## src/rtl/pwm_gate_ctrl.sv

```systemverilog
// pwm_gate_ctrl
// Sequenced gate-drive controller. Produces the raw phase signal `ctrl` and a
// complementary, dead-time-protected gate pair. Period, duty and dead time are
// loaded into pending registers and promoted to the active set in IDLE/FAULT
// immediately, or at a period boundary while running. Duty ramps in through a
// soft-start sequence, and a latched fault forces everything off.
//
// Ports:
//   clk, rst              clock, asynchronous active-high reset
//   en                    run request (level)
//   load                  strobe capturing period_in/duty_in/dt_in
//   period_in, duty_in    period and high-phase length in clocks (CNT_W)
//   dt_in                 dead time in clocks (DT_W)
//   fault, fault_clr      fault request (level) and acknowledge
//   ctrl                  phase signal, 1 selects +1.0
//   gate_hi, gate_lo      high-/low-side gates, never both 1
//   cycle_start           pulse on the first clock of each period
//   state                 IDLE=0, SOFTSTART=1, RUN=2, FAULT=3
module pwm_gate_ctrl #(
    parameter int unsigned CNT_W   = 16,
    parameter int unsigned DT_W    = 8,
    parameter int unsigned SS_STEP = 1
) (
    input  logic             clk,
    input  logic             rst,
    input  logic             en,
    input  logic             load,
    input  logic [CNT_W-1:0] period_in,
    input  logic [CNT_W-1:0] duty_in,
    input  logic [DT_W-1:0]  dt_in,
    input  logic             fault,
    input  logic             fault_clr,
    output logic             ctrl,
    output logic             gate_hi,
    output logic             gate_lo,
    output logic             cycle_start,
    output logic [1:0]       state
);

    typedef enum logic [1:0] {
        ST_IDLE  = 2'd0,
        ST_SOFT  = 2'd1,
        ST_RUN   = 2'd2,
        ST_FAULT = 2'd3
    } state_t;

    localparam logic [CNT_W-1:0] PER_MIN = CNT_W'(2);
    localparam logic [CNT_W:0]   SS_INC  = (CNT_W+1)'(SS_STEP);

    state_t           state_q, state_d;
    logic [CNT_W-1:0] cnt_q, cnt_d;
    logic [CNT_W-1:0] d_eff_q, d_eff_d;
    logic [DT_W-1:0]  dt_cnt_q, dt_cnt_d;
    logic [CNT_W-1:0] per_p_q, per_p_d, duty_p_q, duty_p_d;
    logic [DT_W-1:0]  dt_p_q, dt_p_d;
    logic [CNT_W-1:0] per_a_q, per_a_d, duty_a_q, duty_a_d;
    logic [DT_W-1:0]  dt_a_q, dt_a_d;
    logic             ctrl_q, ctrl_d;
    logic             gate_hi_q, gate_hi_d;
    logic             gate_lo_q, gate_lo_d;
    logic             cycle_start_q, cycle_start_d;

    logic [CNT_W-1:0] per_eff;
    logic             wrap;
    logic [CNT_W:0]   ss_sum;
    logic             running_d;

    always_comb begin
        state_d  = state_q;
        cnt_d    = cnt_q;
        d_eff_d  = d_eff_q;
        per_a_d  = per_a_q;
        duty_a_d = duty_a_q;
        dt_a_d   = dt_a_q;

        // Fault outranks load: a load coinciding with fault is dropped.
        if (load && !fault) begin
            per_p_d  = period_in;
            duty_p_d = duty_in;
            dt_p_d   = dt_in;
        end else begin
            per_p_d  = per_p_q;
            duty_p_d = duty_p_q;
            dt_p_d   = dt_p_q;
        end

        per_eff = (per_a_q < PER_MIN) ? PER_MIN : per_a_q;
        wrap    = (cnt_q >= per_eff - CNT_W'(1));

        case (state_q)
            ST_IDLE, ST_FAULT: begin
                // Promotion uses the _d pending values so a load here is
                // active on the very next clock.
                per_a_d  = per_p_d;
                duty_a_d = duty_p_d;
                dt_a_d   = dt_p_d;
                cnt_d    = '0;
                d_eff_d  = '0;
                if (fault) begin
                    state_d = ST_FAULT;
                end else if (state_q == ST_IDLE) begin
                    if (en) begin
                        state_d = ST_SOFT;
                        d_eff_d = ({1'b0, duty_a_d} < SS_INC) ? duty_a_d : SS_INC[CNT_W-1:0];
                    end
                end else if (fault_clr && !en) begin
                    state_d = ST_IDLE;
                end
            end
            default: begin
                if (fault || !en) begin
                    state_d = fault ? ST_FAULT : ST_IDLE;
                    cnt_d   = '0;
                    d_eff_d = '0;
                end else if (wrap) begin
                    // Boundary: promote the pending set (a load on this same
                    // clock only reaches pending and waits one more period).
                    cnt_d    = '0;
                    per_a_d  = per_p_q;
                    duty_a_d = duty_p_q;
                    dt_a_d   = dt_p_q;
                    if (state_q == ST_RUN) begin
                        d_eff_d = duty_a_d;
                    end else if (({1'b0, d_eff_q} + SS_INC) >= {1'b0, duty_a_d}) begin
                        d_eff_d = duty_a_d;
                        state_d = ST_RUN;
                    end else begin
                        d_eff_d = ss_sum[CNT_W-1:0];
                    end
                end else begin
                    cnt_d = cnt_q + CNT_W'(1);
                end
            end
        endcase

        ss_sum = {1'b0, d_eff_q} + SS_INC;

        // Outputs are computed from next-state values so the registered
        // outputs line up with the registered cnt/d_eff/state.
        running_d     = (state_d == ST_SOFT) || (state_d == ST_RUN);
        ctrl_d        = running_d && (cnt_d < d_eff_d);
        cycle_start_d = running_d && (cnt_d == '0);

        if (!running_d) begin
            dt_cnt_d = '0;
        end else if (ctrl_d != ctrl_q) begin
            dt_cnt_d = dt_a_d;
        end else if (dt_cnt_q != '0) begin
            dt_cnt_d = dt_cnt_q - DT_W'(1);
        end else begin
            dt_cnt_d = dt_cnt_q;
        end

        gate_hi_d = ctrl_d && (dt_cnt_d == '0);
        gate_lo_d = running_d && !ctrl_d && (dt_cnt_d == '0);
    end

    always_ff @(posedge clk or posedge rst) begin
        if (rst) begin
            state_q       <= ST_IDLE;
            cnt_q         <= '0;
            d_eff_q       <= '0;
            dt_cnt_q      <= '0;
            per_p_q       <= PER_MIN;
            duty_p_q      <= '0;
            dt_p_q        <= '0;
            per_a_q       <= PER_MIN;
            duty_a_q      <= '0;
            dt_a_q        <= '0;
            ctrl_q        <= 1'b0;
            gate_hi_q     <= 1'b0;
            gate_lo_q     <= 1'b0;
            cycle_start_q <= 1'b0;
        end else begin
            state_q       <= state_d;
            cnt_q         <= cnt_d;
            d_eff_q       <= d_eff_d;
            dt_cnt_q      <= dt_cnt_d;
            per_p_q       <= per_p_d;
            duty_p_q      <= duty_p_d;
            dt_p_q        <= dt_p_d;
            per_a_q       <= per_a_d;
            duty_a_q      <= duty_a_d;
            dt_a_q        <= dt_a_d;
            ctrl_q        <= ctrl_d;
            gate_hi_q     <= gate_hi_d;
            gate_lo_q     <= gate_lo_d;
            cycle_start_q <= cycle_start_d;
        end
    end

    assign ctrl        = ctrl_q;
    assign gate_hi     = gate_hi_q;
    assign gate_lo     = gate_lo_q;
    assign cycle_start = cycle_start_q;
    assign state       = state_q;

endmodule
```

## config.mk

```make
export PLATFORM = sky130hd
export DESIGN_NAME = pwm_gate_ctrl
export DESIGN_NICKNAME = d
export VERILOG_FILES = /design/src/rtl/pwm_gate_ctrl.sv
export SDC_FILE = /design/constraint.sdc
export NUM_CORES = 1
export LEC_CHECK = 0
export ABC_AREA = 1
export CAP_MARGIN = 20
export CORE_UTILIZATION = 56
export DETAILED_ROUTE_END_ITERATION = 10
export PLACE_DENSITY = 0.76
export SKIP_CTS_REPAIR_TIMING = 1
export SYNTH_ARGS = -nofsm -noshare
export SYNTH_HDL_FRONTEND = slang
export SYNTH_SLANG_ARGS = --single-unit
```

## constraint.sdc

```tcl
create_clock -name clk -period 9.3 [get_ports clk]
set_input_delay 1.86 -clock clk [delete_from_list [all_inputs] [get_ports clk]]
set_output_delay 1.86 -clock clk [all_outputs]
set_load 0.01 [all_outputs]
```

==> impl_metrics.py, run 1 <==
metrics = {
    "status": {
        "status": "finished, final reports clean",
    },
    "drt": {
        "vias_per_cell": 5.151,
        "vias": 5764,
        "dr.pass1.iters": 5,
        "final_antenna_net_count": 0,
        "drtIter0Drc": 318,
        "drc": 0,
        "detail_route.wl_per_cell_um": 13.33,
        "routed_wl_mm": 14.92,
    },
    "setup_path": {
        "cp_max_fo": 23,
        "cp.required_ns": 9.59,
        "reg2reg_to": "gate_hi",
        "cp_slowest_cell": "nor2_1",
        "cp-end-kind": "register",
        "worstSetupPathType": "reg -> reg",
        "startpoint": "per_a_q[4]",
        "critPathLaunchType": "register",
        "r2r_start": "per_a_q[4]",
        "critPathMaxStageDelay_ns": 0.81,
        "cp-endpoint": "gate_hi",
        "r2r_cells": 36,
        "cp.arrival_ns": 7.40,
        "cp_common_cell": "nor2_1",
        "r2r_slack_ns": 2.19,
    },
    "power_and_ir_drop": {
        "switching_share_pct": 40.21,
        "p_comb_share_pct": 42.5,
        "finalPower_w": 0.001778,
        "power_switching_w": 0.0007150,
        "ir_worst_vdd_v": 0.0001653,
        "p_int_w": 0.001063,
        "pwr-share-clk_pct": 21.6,
        "p_leak_nw": 4.254,
        "power_density_nw_per_um2": 224.7,
        "seqPwrFrac_pct": 35.9,
    },
    "timing": {
        "slew_viol_final": 0,
        "final.setup.tns_ns": 0,
        "fmax_mhz": 140.6,
        "finalCritPeriodShare_pct": 76.47,
        "timing.final.hold_violations": 0,
        "finalCriticalPeriod_ns": 7.112,
        "relSlewSlack_pct": 34.71,
        "rsz0062_at_grt": "no",
        "setup_viol_count_final": 0,
        "finClkSkew_ns": 0.008962,
        "worst-slew-pin-transition_ns": 0.9779,
    },
    "grt": {
        "grt_pass1_wl_mm": 25.99,
        "grt_max_degree": 74,
        "grt_usage_pct": 25.54,
        "grt_pass1_vias": 5629,
        "grt-ovfl-total": 0,
        "antenna_found_initial": 0,
    },
    "finish": {
        "multi_input_area_sq_um": 3520,
        "syn_to_final_growth_pct": 13.19,
        "antenna_cells": 0,
        "final_cell_mix": "191 x nand2_1, 157 x inv_1, 108 x dfrtp_1, 65 x nand3_1, 63 x nor2_1",
        "layout-drive-gt1-share_pct": 5.783,
        "regArea_sq_um": 2755,
        "final_nets": 1046,
        "fill_cells": 1084,
        "final_common_cell": "nand2_1",
    },
    "die": {
        "ios": 52,
        "die_h_um": 113.7,
        "die_x_um": 113.7,
        "core_area_sq_um": 12110,
        "dieArea_sq_um": 12930,
        "initial_core_util_pct": 57.72,
        "num_rows": 40,
    },
    "placement": {
        "hpwl_mm": 11.33,
        "place.gp.congestion": 0.9169,
        "io_buffers": 51,
    },
    "yosys": {
        "synthTopCellsByArea": "dfrtp_1 39%, nand2_1 10%, ha_1 9.7%, inv_1 8.5%, nand3_1 4.7%",
        "ys_ff_latch": 110,
        "syn_area_per_cell_sq_um": 7.724,
        "ys.warnings.count": 0,
        "synth_top_area_share_pct": 38.66,
        "synth_cell_types": 39,
        "syn_inst": 905,
        "synth_nets": 1005,
        "yosysSeqAreaShare_pct": 39.41,
        "syn_area_sq_um": 6990,
        "synth.largest_area_cell": "dfrtp_1",
    },
    "cts": {
        "cts_buffers": 9,
        "root_buffer": "clkbuf_16",
        "cts.sinks": 110,
        "cts_max_level": 3,
        "cts_buffer_depth": 2,
        "clk_latency_ns": 0.36,
        "cts_tree": "built",
        "clk_pin_slew_ns": 0.07,
    },
    "flow_run": {
        "maxCapViolCount": 0,
    },
    "min_path": {
        "min_from": "dt_p_q[7]",
        "hp-class": "reg -> reg",
    },
}
==> Yosys cell counts, drive strengths merged <==
cell / instances
a221oi: 1
or3: 1
a21oi: 26
xnor2: 6
inv: 162
nand2: 198
nor3: 9
o221ai: 8
a21o: 1
clkinv: 2
o21ai: 63
o211ai: 17
xor2: 33
dfrtp: 108
and2: 1
o22ai: 7
nand3: 69
nand4: 10
nor4: 10
clkbuf: 18
dfstp: 2
a211oi: 2
nor2: 64
a31oi: 3
or2: 19
nor3b: 1
o21a: 1
ha: 54
buf: 4
nand3b: 5
==> layer usage <==
layer  up-vias  track usage [%]  part of all wire [%]
li1       2998                -                     -
met1      2598            33.59                    47
met2       134            42.36                    46
met3        34            2.869                   3.4
met4         0            12.11                   3.3
met5         -                0                     0
==> stage by stage <==
step	util, %	setup slack, ns	cells	hold WS [ns]	cell area, sq um
2_1_floorplan	-	3.836	905	0.4642	6990
3_3_place_gp	62.92	2.417	1103	0.4907	7621
3_5_place_dp	62.92	2.168	1103	0.4882	7621
4_1_cts	65.33	2.102	1119	0.5087	7913
5_1_grt	65.33	1.149	1119	0.5399	7913
6_report	65.33	2.188	1119	0.5133	7913
==> cell families (layout without fill, tap and decap cells) <==
kind of cell               count (synthesis)  after routing  synth area share [%]
DFF                                      110            110                 39.41
xor gates and xnor gates                  39             39                 4.886
buffers and inverters                    186            232                 10.24
AOI/OAI and AO/OA                        129            129                 10.65
adders and majority gates                 54             54                 9.665
and+or+nand+nor                          387            387                 25.15
==> critical path: cells and delay by family, from the launching register on <==
family | cells | cell delay, ns
and+or+nand+nor | 21 | 4.06
AOI/OAI and AO/OA | 7 | 1.41
adders and majority gates | 3 | 0.73
buffers and inverters | 5 | 0.44
DFF | 1 | 0.41
==> state kept, by name, summed over array words and instances, names as in the netlist <==
signal / count
gate_hi: 1
d_eff_q: 16
gate_lo: 1
per_p_q: 16
dt_p_q: 8
duty_p_q: 16
dt_cnt_q: 8
per_a_q: 16
state: 2
cycle_start: 1
ctrl: 1
dt_a_q: 8
cnt_q: 16
==> area by class of cell <==
| type | count | area share (%) |
|---|---|---|
| Multi-Input combinational cell | 609 | 44.48 |
| Sequential cell | 110 | 34.82 |
| Inverter | 164 | 7.812 |
| Timing Repair Buffer | 52 | 6.546 |
| Clock buffer | 10 | 2.894 |
| Tap cell | 168 | 2.657 |
| Clock inverter | 6 | 0.7906 |
==> worst min path at each step <==
stage,to,cells past startpoint
floorplan,dt_p_q[7],2
global placement,dt_p_q[7],2
detailed placement,dt_p_q[7],2
CTS,dt_p_q[7],2
global route,per_a_q[1],2
finish,dt_p_q[7],2
==> power by group through the flow <==
stage | Combinational [W] | Clock, W | Sequential (W)
after CTS | 0.000761 | 0.000393 | 0.000639
after detailed placement | 0.000751 | 0 | 0.000648
after floorplan | 0.000575 | 0 | 0.000635
after global placement | 0.000735 | 0 | 0.000644
after global routing | 0.000868 | 0.000407 | 0.000649
final | 0.000755 | 0.000385 | 0.000638
(Power assumes the default switching activity.)
==> run 2, diff against run 1 <==
==> constraint.sdc (replaced) <==
create_clock -name clk -period 7.5 [get_ports clk]
set_input_delay 1.5 -clock clk [delete_from_list [all_inputs] [get_ports clk]]
set_output_delay 1.5 -clock clk [all_outputs]
set_load 0.01 [all_outputs]
==> run 2 against run 1 <==
Against the previous run:
- sequential power rose by 24%
- core utilization grew 0.17 points
- highest routed layer unchanged
- critical endpoint unchanged
- first-iteration DRC count shrank 4.4%
- sequential share of layout area fell by 0.088 points
- sequential cell count is the same
- worst setup slack worse by 1.1 ns
- via count is 1.6% higher
- wire length up 1.5%
- largest power group unchanged
==> impl_metrics.py, run 2 (synthesized netlist as in run 1, its figures left out) <==
metrics = {
    "status": {
        "status": "finished, final reports clean",
    },
    "grt": {
        "grt_usage_pct": 25.14,
        "grt_pass1_wl_mm": 25.61,
        "grt-ovfl-total": 0,
        "grt_pass1_vias": 5577,
        "antenna_found_initial": 0,
        "grt_max_degree": 71,
    },
    "timing": {
        "fmax_mhz": 157.2,
        "relSlewSlack_pct": 34.25,
        "slew_viol_final": 0,
        "finalCriticalPeriod_ns": 6.363,
        "hold_slack_ns": 0.5097,
        "finalCritPeriodShare_pct": 84.84,
        "final.setup.tns_ns": 0,
        "rsz0062_at_grt": "no",
        "finClkSkew_ns": 0.01209,
        "setup_viol_count_final": 0,
        "timing.final.hold_violations": 0,
        "worst-slew-pin-transition_ns": 0.9848,
    },
    "drt": {
        "drtIter0Drc": 304,
        "final_antenna_net_count": 0,
        "drc": 0,
        "routed_wl_mm": 15.15,
        "detail_route.wl_per_cell_um": 13.52,
        "dr.pass1.iters": 6,
        "vias": 5856,
        "vias_per_cell": 5.229,
    },
    "cts": {
        "cts_tree": "built",
        "root_buffer": "clkbuf_16",
        "clk_latency_ns": 0.36,
        "cts_buffer_depth": 2,
        "cts_buffers": 9,
        "clk_pin_slew_ns": 0.08,
        "cts.sinks": 110,
        "cts_max_level": 3,
    },
    "setup_path": {
        "cp.required_ns": 7.79,
        "critPathMaxStageDelay_ns": 0.61,
        "critPathLaunchType": "register",
        "cp_common_cell": "nor2_1",
        "cp-end-kind": "register",
        "worstSetupPathType": "reg -> reg",
        "cp_max_fo": 13,
        "r2r_slack_ns": 1.14,
        "cp.arrival_ns": 6.66,
        "cp_slowest_cell": "a31oi_1",
    },
    "finish": {
        "syn_to_final_growth_pct": 13.48,
        "final_common_cell": "nand2_1",
        "fill_cells": 1081,
        "layout-drive-gt1-share_pct": 5.987,
        "final_cell_mix": "191 x nand2_1, 157 x inv_1, 108 x dfrtp_1, 65 x nand3_1, 63 x nor2_1",
        "regArea_sq_um": 2755,
        "fin_cells": 1120,
        "multi_input_area_sq_um": 3520,
        "final_nets": 1047,
        "antenna_cells": 0,
    },
    "power_and_ir_drop": {
        "seqPwrFrac_pct": 35.8,
        "p_leak_nw": 4.264,
        "p_int_w": 0.001323,
        "power_density_nw_per_um2": 278.9,
        "switching_share_pct": 40.23,
        "ir_worst_vdd_v": 0.0001739,
        "finalPower_w": 0.002212,
        "pwr-share-clk_pct": 22.3,
        "p_comb_share_pct": 41.9,
        "power_switching_w": 0.0008900,
    },
    "placement": {
        "place.gp.congestion": 0.9164,
        "io_buffers": 51,
        "dp_cells": 1104,
        "hpwl_mm": 11.40,
    },
    "die": {
        "ios": 52,
        "die_x_um": 113.7,
        "num_rows": 40,
        "initial_core_util_pct": 57.72,
        "core_area_sq_um": 12110,
        "die_h_um": 113.7,
        "dieArea_sq_um": 12930,
    },
    "flow_run": {
        "maxCapViolCount": 0,
    },
    "min_path": {
        "hp-class": "reg -> reg",
    },
}
-- run 2: worst max-delay path: cells and delay by family, from the launching register on --
| family | cells | cell delay [ns] |
|---|---|---|
| adders and majority gates | 3 | 0.72 |
| buffers and inverters | 5 | 0.45 |
| DFF | 1 | 0.42 |
| and+or+nand+nor | 21 | 3.32 |
| AOI/OAI and AO/OA | 7 | 1.39 |
-- run 2: final cells by class --
| class | count | area share [%] |
|---|---|---|
| multi-input combinational | 609 | 44.37 |
| tap | 168 | 2.650 |
| clock inverter | 7 | 0.9937 |
| sequential | 110 | 34.73 |
| clock buffer | 9 | 2.839 |
| timing repair buffer | 53 | 6.625 |
| inverter | 164 | 7.792 |
-- run 2: stage by stage --
step	utilization, %	area (sq um)	worst slack, ns
final	65.50	7933	1.137
after global placement	62.99	7629	1.331
after CTS	65.50	7933	1.160
after floorplan	-	6990	2.036
after global routing	65.50	7933	0.3272
after detailed placement	62.99	7629	1.164
-- run 2: routing by layer --
layer | GRT usage [%] | part of all wire (%) | vias up
li1 | - | - | 3003
met1 | 32.87 | 46 | 2691
met2 | 41.83 | 48 | 132
met3 | 3.029 | 3.4 | 30
met4 | 11.75 | 2.6 | 0
met5 | 0 | 0 | -
-- run 2: final timing paths --
| kind | start | endpoint | cells past startpoint |
|---|---|---|---|
| min | dt_p_q[7] | dt_p_q[7] | 2 |
| min reg2reg | dt_p_q[7] | dt_p_q[7] | 2 |
| min in group asynchronous | rst | dt_p_q[7] | 2 |
| max in group asynchronous | rst | d_eff_q[10] | 3 |
| max | per_a_q[4] | gate_hi | 36 |
| max reg2reg | per_a_q[4] | gate_hi | 36 |
-- run 2: power groups by stage --
stage	sequential, W	clock (W)	combinational [W]
2_1_floorplan	0.000787	0	0.000713
6_report	0.000791	0.000493	0.000928
3_5_place_dp	0.000802	0	0.000924
5_1_grt	0.000804	0.000525	0.00107
3_3_place_gp	0.000798	0	0.000910
4_1_cts	0.000791	0.000502	0.000932
